==> src/rtl/flt2int_conv_seq.sv <==
// Sequential float-to-integer converter with a valid/ready handshake on both sides.
// The operand is decoded, then its restored significand is shifted one bit per
// cycle into place. The result is a saturating sign-magnitude integer.
// Optional feature: define FLT2INT_ROUND_EN for round-to-nearest-even.
// Without it the result is truncated toward zero.
module flt2int_conv_seq #(
    parameter int unsigned EXP_W = 5,
    parameter int unsigned MAN_W = 10,
    parameter int unsigned INT_W = 16
) (
    input  logic                   clk,
    input  logic                   reset_n,
    input  logic                   in_valid,
    output logic                   in_ready,
    input  logic [EXP_W+MAN_W:0]   in_flt,
    output logic                   out_valid,
    input  logic                   out_ready,
    output logic [INT_W-1:0]       out_int,
    output logic                   out_ovf
);

    // The shifter is wide enough for the significand and for the integer magnitude.
    localparam int unsigned ShW  = (INT_W - 1 > MAN_W + 1) ? INT_W - 1 : MAN_W + 1;
    localparam int unsigned CntW = $clog2(INT_W + MAN_W + 4);
    localparam int          Bias = (2 ** (EXP_W - 1)) - 1;
    localparam int          MaxE = int'(INT_W) - 2;
    localparam int          ManW = int'(MAN_W);

    typedef enum logic [2:0] {StIdle, StCalc, StShift, StFix, StDone} state_e;
    typedef enum logic [1:0] {ClsNorm, ClsZero, ClsSat} cls_e;

    state_e                 state_q, state_d;
    logic [EXP_W+MAN_W:0]   flt_q;
    cls_e                   cls_q;
    logic                   dir_left_q;
    logic [CntW-1:0]        cnt_q;
    logic [ShW-1:0]         sh_q;
    logic [INT_W-1:0]       out_int_q;
    logic                   out_ovf_q;

    logic [EXP_W-1:0]       exp_f;
    logic [MAN_W-1:0]       mant_f;
    int                     e_c;
    cls_e                   cls_c;
    logic                   dir_left_c;
    logic [CntW-1:0]        cnt_c;
    logic [ShW-1:0]         sig_c;

    logic [INT_W-2:0]       mag_c;
    logic                   round_up_c;
    logic [INT_W-1:0]       sum_c;
    logic [INT_W-2:0]       mag_fix_c;
    logic                   ovf_fix_c;
    logic [INT_W-1:0]       int_fix_c;

    assign exp_f  = flt_q[MAN_W +: EXP_W];
    assign mant_f = flt_q[MAN_W-1:0];

    // Decode the latched operand: class, shift direction and shift count.
    always_comb begin
        e_c        = int'(exp_f) - Bias;
        cls_c      = ClsNorm;
        dir_left_c = 1'b0;
        cnt_c      = '0;
        sig_c      = '0;
        if (exp_f == '0) begin
            cls_c = ClsZero;
        end else if ((&exp_f) || (e_c > MaxE)) begin
            cls_c = ClsSat;
        end else begin
            sig_c = ShW'({1'b1, mant_f});
            if (e_c >= ManW) begin
                dir_left_c = 1'b1;
                cnt_c      = CntW'(e_c - ManW);
            end else if (ManW - e_c > ManW + 2) begin
                // Beyond this every significand bit has already left the window.
                cnt_c = CntW'(ManW + 2);
            end else begin
                cnt_c = CntW'(ManW - e_c);
            end
        end
    end

`ifdef FLT2INT_ROUND_EN
    logic guard_q, sticky_q;

    // Track the last bit shifted out and the OR of every bit before it.
    always_ff @(posedge clk or negedge reset_n) begin
        if (!reset_n) begin
            guard_q  <= 1'b0;
            sticky_q <= 1'b0;
        end else if (state_q == StCalc) begin
            guard_q  <= 1'b0;
            sticky_q <= 1'b0;
        end else if ((state_q == StShift) && !dir_left_q) begin
            guard_q  <= sh_q[0];
            sticky_q <= sticky_q | guard_q;
        end
    end

    assign round_up_c = guard_q & (sticky_q | mag_c[0]);
`else
    assign round_up_c = 1'b0;
`endif

    // Final result: rounding, saturation and the no-negative-zero rule.
    always_comb begin
        mag_c     = sh_q[INT_W-2:0];
        sum_c     = {1'b0, mag_c} + INT_W'(round_up_c);
        mag_fix_c = sum_c[INT_W-2:0];
        ovf_fix_c = 1'b0;
        if ((cls_q == ClsSat) || sum_c[INT_W-1]) begin
            mag_fix_c = '1;
            ovf_fix_c = 1'b1;
        end
        int_fix_c = {flt_q[EXP_W+MAN_W] & (|mag_fix_c), mag_fix_c};
    end

    // State register.
    always_ff @(posedge clk or negedge reset_n) begin
        if (!reset_n) begin
            state_q <= StIdle;
        end else begin
            state_q <= state_d;
        end
    end

    // Next-state logic; a conversion with nothing to shift goes straight to FIX.
    always_comb begin
        state_d = state_q;
        case (state_q)
            StIdle:  if (in_valid) state_d = StCalc;
            StCalc:  begin
                if ((cls_c != ClsNorm) || (cnt_c == '0)) begin
                    state_d = StFix;
                end else begin
                    state_d = StShift;
                end
            end
            StShift: if (cnt_q == CntW'(1)) state_d = StFix;
            StFix:   state_d = StDone;
            StDone:  if (out_ready) state_d = StIdle;
            default: state_d = StIdle;
        endcase
    end

    // Datapath registers, each updated only in the state that owns it.
    always_ff @(posedge clk or negedge reset_n) begin
        if (!reset_n) begin
            flt_q      <= '0;
            cls_q      <= ClsNorm;
            dir_left_q <= 1'b0;
            cnt_q      <= '0;
            sh_q       <= '0;
            out_int_q  <= '0;
            out_ovf_q  <= 1'b0;
        end else begin
            case (state_q)
                StIdle: begin
                    if (in_valid) flt_q <= in_flt;
                end
                StCalc: begin
                    cls_q      <= cls_c;
                    dir_left_q <= dir_left_c;
                    cnt_q      <= cnt_c;
                    sh_q       <= sig_c;
                end
                StShift: begin
                    cnt_q <= cnt_q - CntW'(1);
                    sh_q  <= dir_left_q ? (sh_q << 1) : (sh_q >> 1);
                end
                StFix: begin
                    out_int_q <= int_fix_c;
                    out_ovf_q <= ovf_fix_c;
                end
                default: ;
            endcase
        end
    end

    assign in_ready  = (state_q == StIdle);
    assign out_valid = (state_q == StDone);
    assign out_int   = out_int_q;
    assign out_ovf   = out_ovf_q;

endmodule
==> config.mk <==
export PLATFORM = sky130hd
export DESIGN_NAME = flt2int_conv_seq
export DESIGN_NICKNAME = d
export VERILOG_FILES = /design/src/rtl/flt2int_conv_seq.sv
export SDC_FILE = /design/constraint.sdc
export NUM_CORES = 1
export LEC_CHECK = 0
export CAP_MARGIN = 5
export CORE_UTILIZATION = 68
export CTS_BUF_LIST = sky130_fd_sc_hd__clkbuf_2
export CTS_CLUSTER_DIAMETER = 30
export DETAILED_ROUTE_END_ITERATION = 10
export DONT_BUFFER_PORTS = 1
export PLACE_DENSITY = 0.84
export SLEW_MARGIN = 25
export SYNTH_ARGS = -nofsm -noshare
export SYNTH_HDL_FRONTEND = slang
export SYNTH_SLANG_ARGS = --single-unit
==> constraint.sdc <==
create_clock -name clk -period 4.1 [get_ports clk]
set_input_delay 0.82 -clock clk [delete_from_list [all_inputs] [get_ports clk]]
set_output_delay 0.82 -clock clk [all_outputs]
set_load 0.02 [all_outputs]
# Yosys cells after proc, flatten, opt, wreduce, memory -nomap -nowiden
# Cells that the tools add are included.
dict set report totals {
  regBits 59
  out_inout_bits 19
}
dict set report classes {
  add_sub_neg 4
  magnitude_cmp 3
  eq_ne 9
  mux 21
  bitwise 1
  reduce_logical 11
}
# op n
set ops {}
lappend ops {{two-way mux 15 bit} 3}
lappend ops {{greater-than comparator 32 x 5 -> 1 bit, second input constant} 1}
lappend ops {{one-hot mux 15 bit (2 select lines)} 1}
lappend ops {{two-way mux 5 bit} 4}
lappend ops {{one-hot mux 3 bit (5 select lines)} 1}
lappend ops {{OR reduction 15 bit} 1}
lappend ops {{two-way mux 11 bit} 1}
lappend ops {{logical NOT 5 bit} 2}
lappend ops {{one-hot mux 5 bit (2 select lines)} 1}
lappend ops {{two-way mux 3 bit} 3}
lappend ops {{subtractor 5 x 6 -> 7 bit, first input constant} 1}
lappend ops {{== test 3 x 2 -> 1 bit, second input constant} 2}
lappend ops {{greater-or-equal comparator 6 x 5 -> 1 bit, second input constant} 1}
lappend ops {{greater-than comparator 6 x 5 -> 1 bit, second input constant} 1}
lappend ops {{subtractor 5 x 4 -> 6 bit, second input constant} 1}
lappend ops {{== test 5 x 1 -> 1 bit, second input constant} 1}
lappend ops {{two-way mux 1 bit} 5}
lappend ops {{AND reduction 5 bit} 1}
lappend ops {{subtractor 5 x 1 -> 5 bit, second input constant} 1}
lappend ops {{subtractor 5 bit, second input constant} 1}
lappend ops {{two-way mux 2 bit} 2}
lappend ops {{!= test 2 bit, second input constant} 2}
lappend ops {{nonzero test 2 bit} 2}
lappend ops {{== test 3 x 1 -> 1 bit, second input constant} 1}
lappend ops {{8 further kinds} 9}

# Depth between registers and ports, before layout
dict set report depth {
  ltp_word 11
  ltp_mapped 11
}

# Least setup slack after synthesis
# OpenSTA, ideal clock, no wires.
dict set report synth_path {
  kind {register -> register}
  from {reg flt_q[10]}
  to {reg state_q[0]}
  setup_ns 0.104
  arrival_time_ns 2.480
  required_time_ns 3.996
  setup_slack_ns 1.516
  path_stages_with_launch 10
  cell_sequence {dfrtp_1 ha_1 and3_2 ha_1 clkbuf_1 inv_1 or4_1 nand3_1 a311oi_1 o41ai_2}
}
dict set report synth_between {
  elab_chain_len 11
}
# element line
set synth_lines {}
lappend synth_lines {{start, declared} 33} ;# logic [EXP_W+MAN_W:0] flt_q;
lappend synth_lines {{start signal, assigned} 160} ;# if (in_valid) flt_q <= in_flt;
lappend synth_lines {{subtractor 5 x 4 -> 6 bit} 61} ;# e_c = int'(exp_f) - Bias;
lappend synth_lines {{subtractor 5 x 6 -> 7 bit} 79} ;# cnt_c = CntW'(ManW - e_c);
lappend synth_lines {{greater-than comparator 32 x 5 -> 1 bit} 75} ;# end else if (ManW - e_c > ManW + 2) begin
lappend synth_lines {{two-way mux 5 bit} 75}
lappend synth_lines {{two-way mux 5 bit} 72} ;# if (e_c >= ManW) begin
lappend synth_lines {{two-way mux 5 bit} 68} ;# end else if ((&exp_f) || (e_c > MaxE)) begin
lappend synth_lines {{two-way mux 5 bit} 66} ;# if (exp_f == '0) begin
lappend synth_lines {{logical NOT 5 bit} 134} ;# if ((cls_c != ClsNorm) || (cnt_c == '0)) begin
lappend synth_lines {{logical OR 1 bit *} 134}
lappend synth_lines {{two-way mux 1 bit *} 134}
lappend synth_lines {{one-hot mux 3 bit (5 select lines) *} 131} ;# case (state_q)
lappend synth_lines {{end signal, assigned} 122} ;# state_q <= StIdle;
lappend synth_lines {{end signal, assigned} 124} ;# state_q <= state_d;
lappend synth_lines {{end, declared} 32} ;# state_e state_q, state_d;
# Every way passes the cells marked *; elsewhere a longest branch is shown, timed or not.
# A chain may end at the register's enable or synchronous reset.

# Final worst setup path
dict set report layout_path {
  from {reg flt_q[10]}
  to {reg cnt_q[2]}
}
dict set report layout_between {
  elab_chain_len 8
}
# element line
set layout_lines {}
lappend layout_lines {{subtractor 5 x 4 -> 6 bit} 61}
lappend layout_lines {{subtractor 5 x 6 -> 7 bit} 79}
lappend layout_lines {{greater-than comparator 32 x 5 -> 1 bit} 75}
lappend layout_lines {{two-way mux 5 bit} 75}
lappend layout_lines {{two-way mux 5 bit} 72}
lappend layout_lines {{two-way mux 5 bit} 68}
lappend layout_lines {{two-way mux 5 bit *} 66}
lappend layout_lines {{one-hot mux 5 bit (2 select lines) *} 158} ;# case (state_q)
lappend layout_lines {{end signal, assigned} 165} ;# cnt_q <= cnt_c;
lappend layout_lines {{end signal, assigned} 169} ;# cnt_q <= cnt_q - CntW'(1);
lappend layout_lines {{end, declared} 36} ;# logic [CntW-1:0] cnt_q;
# Marks and branches as above.

==> metrics.cfg <==
[drt]
drt_wl_total_um=6462
via_per_inst=6.598
drt_pre_antenna_iters=4
wl_met1_um=3066
ant_nets=0
drcViolationCount=0
top_layer=met4
dr_wl_met3_um=328
dr_wl_met2_um=2932
wire_per_inst_um=18.31
num_vias=2329
first_iter_violations=260

[floorplan]
die_h_um=70.22
die_x_um=70.22
die-area_um2=4930
boundaryPins=39
start_util_pct=71.68
rows=24
core_um2=4414

[clock_network]
cts_root_buf=clkbuf_2
htree_levels=3
path_clk_slew_ns=0.19
cts_tree=yes
numClockSinks=59
cts.path.max_buffers=2
cts_buffers=9
post_cts_buffers=0
clock_latency_ns=0.51

[timing]
finalHoldViolCount=0
period_share_pct=73.39
fmax_mhz=332.4
skew_ns=0.03328
slew-limit-headroom_pct=46.59
setup_viol=0
tightest_slew_ns=0.8011
final-max-slew-violation-count=0
setup_ws_ns=1.091
fin_crit_ns=3.009
rsz0062_at_grt=false
fin_tns_setup_ns=0

[pwr]
peakVddDrop_mv=0.5796
power_density_nw_per_um2=975.5
p_seq_share_pct=40.3
finalPower_mw=3.172
switching_share_pct=47.05
p_leak_nw=1.373
intPower_mw=1.680
p_clk_share_pct=11.4
p_switching_mw=1.493
power_frac_comb_pct=48.3

[synthesis]
avgSynthCellArea_um2=10.34
ys_top_cells_by_count=dfrtp_1, nand2_1, nor2_1
synthesis.nets=334
post-synth-top-count-cell=dfrtp_1
ys.flop_type=dfrtp_1
ys_seq_area_share_pct=46.66
synth_top_area_share_pct=46.66
synthTopCellsByArea=dfrtp_1, mux2_2, o22a_1
synth_edf_count=0
ys_warn_count=0
ys_ff_latch=59
synth_top_area_cell=dfrtp_1
syn_area_um2=3164
syn_inst=306
ys_async_sr_fraction_pct=100.0
ys_types=58

[global_routing]
gr-total-overflow=0
grt_max_degree=60
grt_antenna_before_repair=0
globalRouteTotalUtil_pct=29.37
grt_pass1_wl_um=11100
grt_pass1_vias=2330

[cells_and_area]
drive_gt1_share_pct=14.29
fill_cells=307
finalNetCount=324
fin_area_um2=3252
n_antenna_cell=0
syn2layout_area_growth_pct=2.768
layoutNonFillerInstCount=353

[setup_path]
critPathCaptureType=flop
required_ns=4.48
max_stage_delay_ns=0.68
cp_max_fo=16
cp_slowest_cell=dfrtp_1
path_cells=ha_1 > xnor3_1 > a221oi_2 > nor4_2 > o31ai_2 > nor2_1 > o31a_1 > a221o_1
path_class=reg2reg
startpoint_type=flop
arrival_ns=3.39

[placed_design]
dpl-instance-area_um2=3112
dpl.hpwl_um=4425
numPortBuffers=0
place_congestion=0.8995
placed_cells=336
place_ws_ns=1.117

[status]
status=complete, no violations

[worst_hold_path]
min_path_type=in2async

[flow_run]
maxCapViolCount=0

worst paths after layout:
path                           start          to  slack (ns)  cells past startpoint
hold / removal               reset_n  state_q[2]        0.14                      1
min in group clk           in_flt[6]    flt_q[6]        0.45                      1
setup reg to reg           flt_q[10]    cnt_q[2]        1.09                      8
max in group asynchronous    reset_n   flt_q[10]        3.69                      1
hold reg to reg             flt_q[4]    flt_q[4]        0.53                      1
setup / recovery           flt_q[10]    cnt_q[2]        1.09                      8
power groups by stage:
| stage | sequential, mW | combinational, mW | clock, mW |
|---|---|---|---|
| 6_report | 1.28 | 1.53 | 0.362 |
| 5_1_grt | 1.32 | 1.70 | 0.394 |
| 4_1_cts | 1.27 | 1.52 | 0.366 |
| 3_5_place_dp | 1.29 | 1.49 | 0 |
| 3_3_place_gp | 1.27 | 1.45 | 0 |
| 2_1_floorplan | 1.14 | 1.37 | 0 |
layout by cell type (no fill, tap or decap), drive strengths merged, types with 4 or more instances in the layout:
cell type	synthesis	routed
a211oi	9	9
a21o	5	5
a21oi	9	9
a221o	4	4
a31oi	10	10
and2	6	6
clkbuf	18	9
dfrtp	59	59
ha	8	8
inv	11	12
mux2	14	14
mux2i	7	7
nand2	24	24
nand3	13	13
nor2	18	18
nor2b	4	4
nor3	6	6
o21ai	14	14
o22a	14	14
o22ai	4	4
stage by stage:
stage / utilization [%] / hold slack [ns]
floorplan: - / 0.4717
global placement: 70.49 / 0.4908
detailed placement: 70.49 / 0.4957
CTS: 73.67 / 0.1464
global route: 73.67 / 0.1182
finish: 73.67 / 0.1414
worst max-delay path: cells and delay by family (launching register included):
| family | cells | cell delay (ns) |
|---|---|---|
| AO/OA/AOI/OAI | 4 | 1.25 |
| adder cells (fa/ha/maj) | 1 | 0.36 |
| AND/OR/NAND/NOR | 2 | 0.19 |
| XOR/XNOR | 1 | 0.44 |
| flip-flops | 1 | 0.68 |
logic make-up (layout without fill, tap and decap cells):
| family | after synthesis | after routing | synth area share, % |
|---|---|---|---|
| AND/OR/NAND/NOR | 93 | 93 | 15.38 |
| AO/OA/AOI/OAI | 87 | 87 | 20.52 |
| flip-flops | 59 | 59 | 46.66 |
| buffers and inverters | 33 | 28 | 5.022 |
| multiplexers | 21 | 21 | 7.197 |
| adder cells (fa/ha/maj) | 8 | 8 | 3.163 |
| XOR/XNOR | 5 | 5 | 2.056 |
flip-flops by register name, summed over array words and instances, names as in the netlist:
name,count
cls_q,2
cnt_q,5
dir_left_q,1
flt_q,16
mag_c,15
out_int,16
out_ovf,1
state_q,3
layout make-up:
type	count	area (µm²)	share of cell area, %
Multi-Input combinational cell	214	1529	47.02
Timing Repair Buffer	1	27.53	0.8465
Tap cell	52	65.06	2.001
Sequential cell	59	1476	45.40
Clock buffer	9	45.04	1.385
Clock inverter	7	67.56	2.078
Inverter	11	41.29	1.270
routing by layer:
metal  track usage, %  vias to the layer above
met5                0                        -
met4            12.44                        0
met3            6.926                       13
met2            44.23                       85
met1            40.98                     1115
li1                 -                     1116
what timing repair did:
| action | in CTS | in global routing |
|---|---|---|
| hold buffers | 1 | 0 |
| resized for setup | 0 | 0 |
| endpoints found under the hold margin | 59 | 0 |
Note: power is estimated with default switching activity, not from simulation.
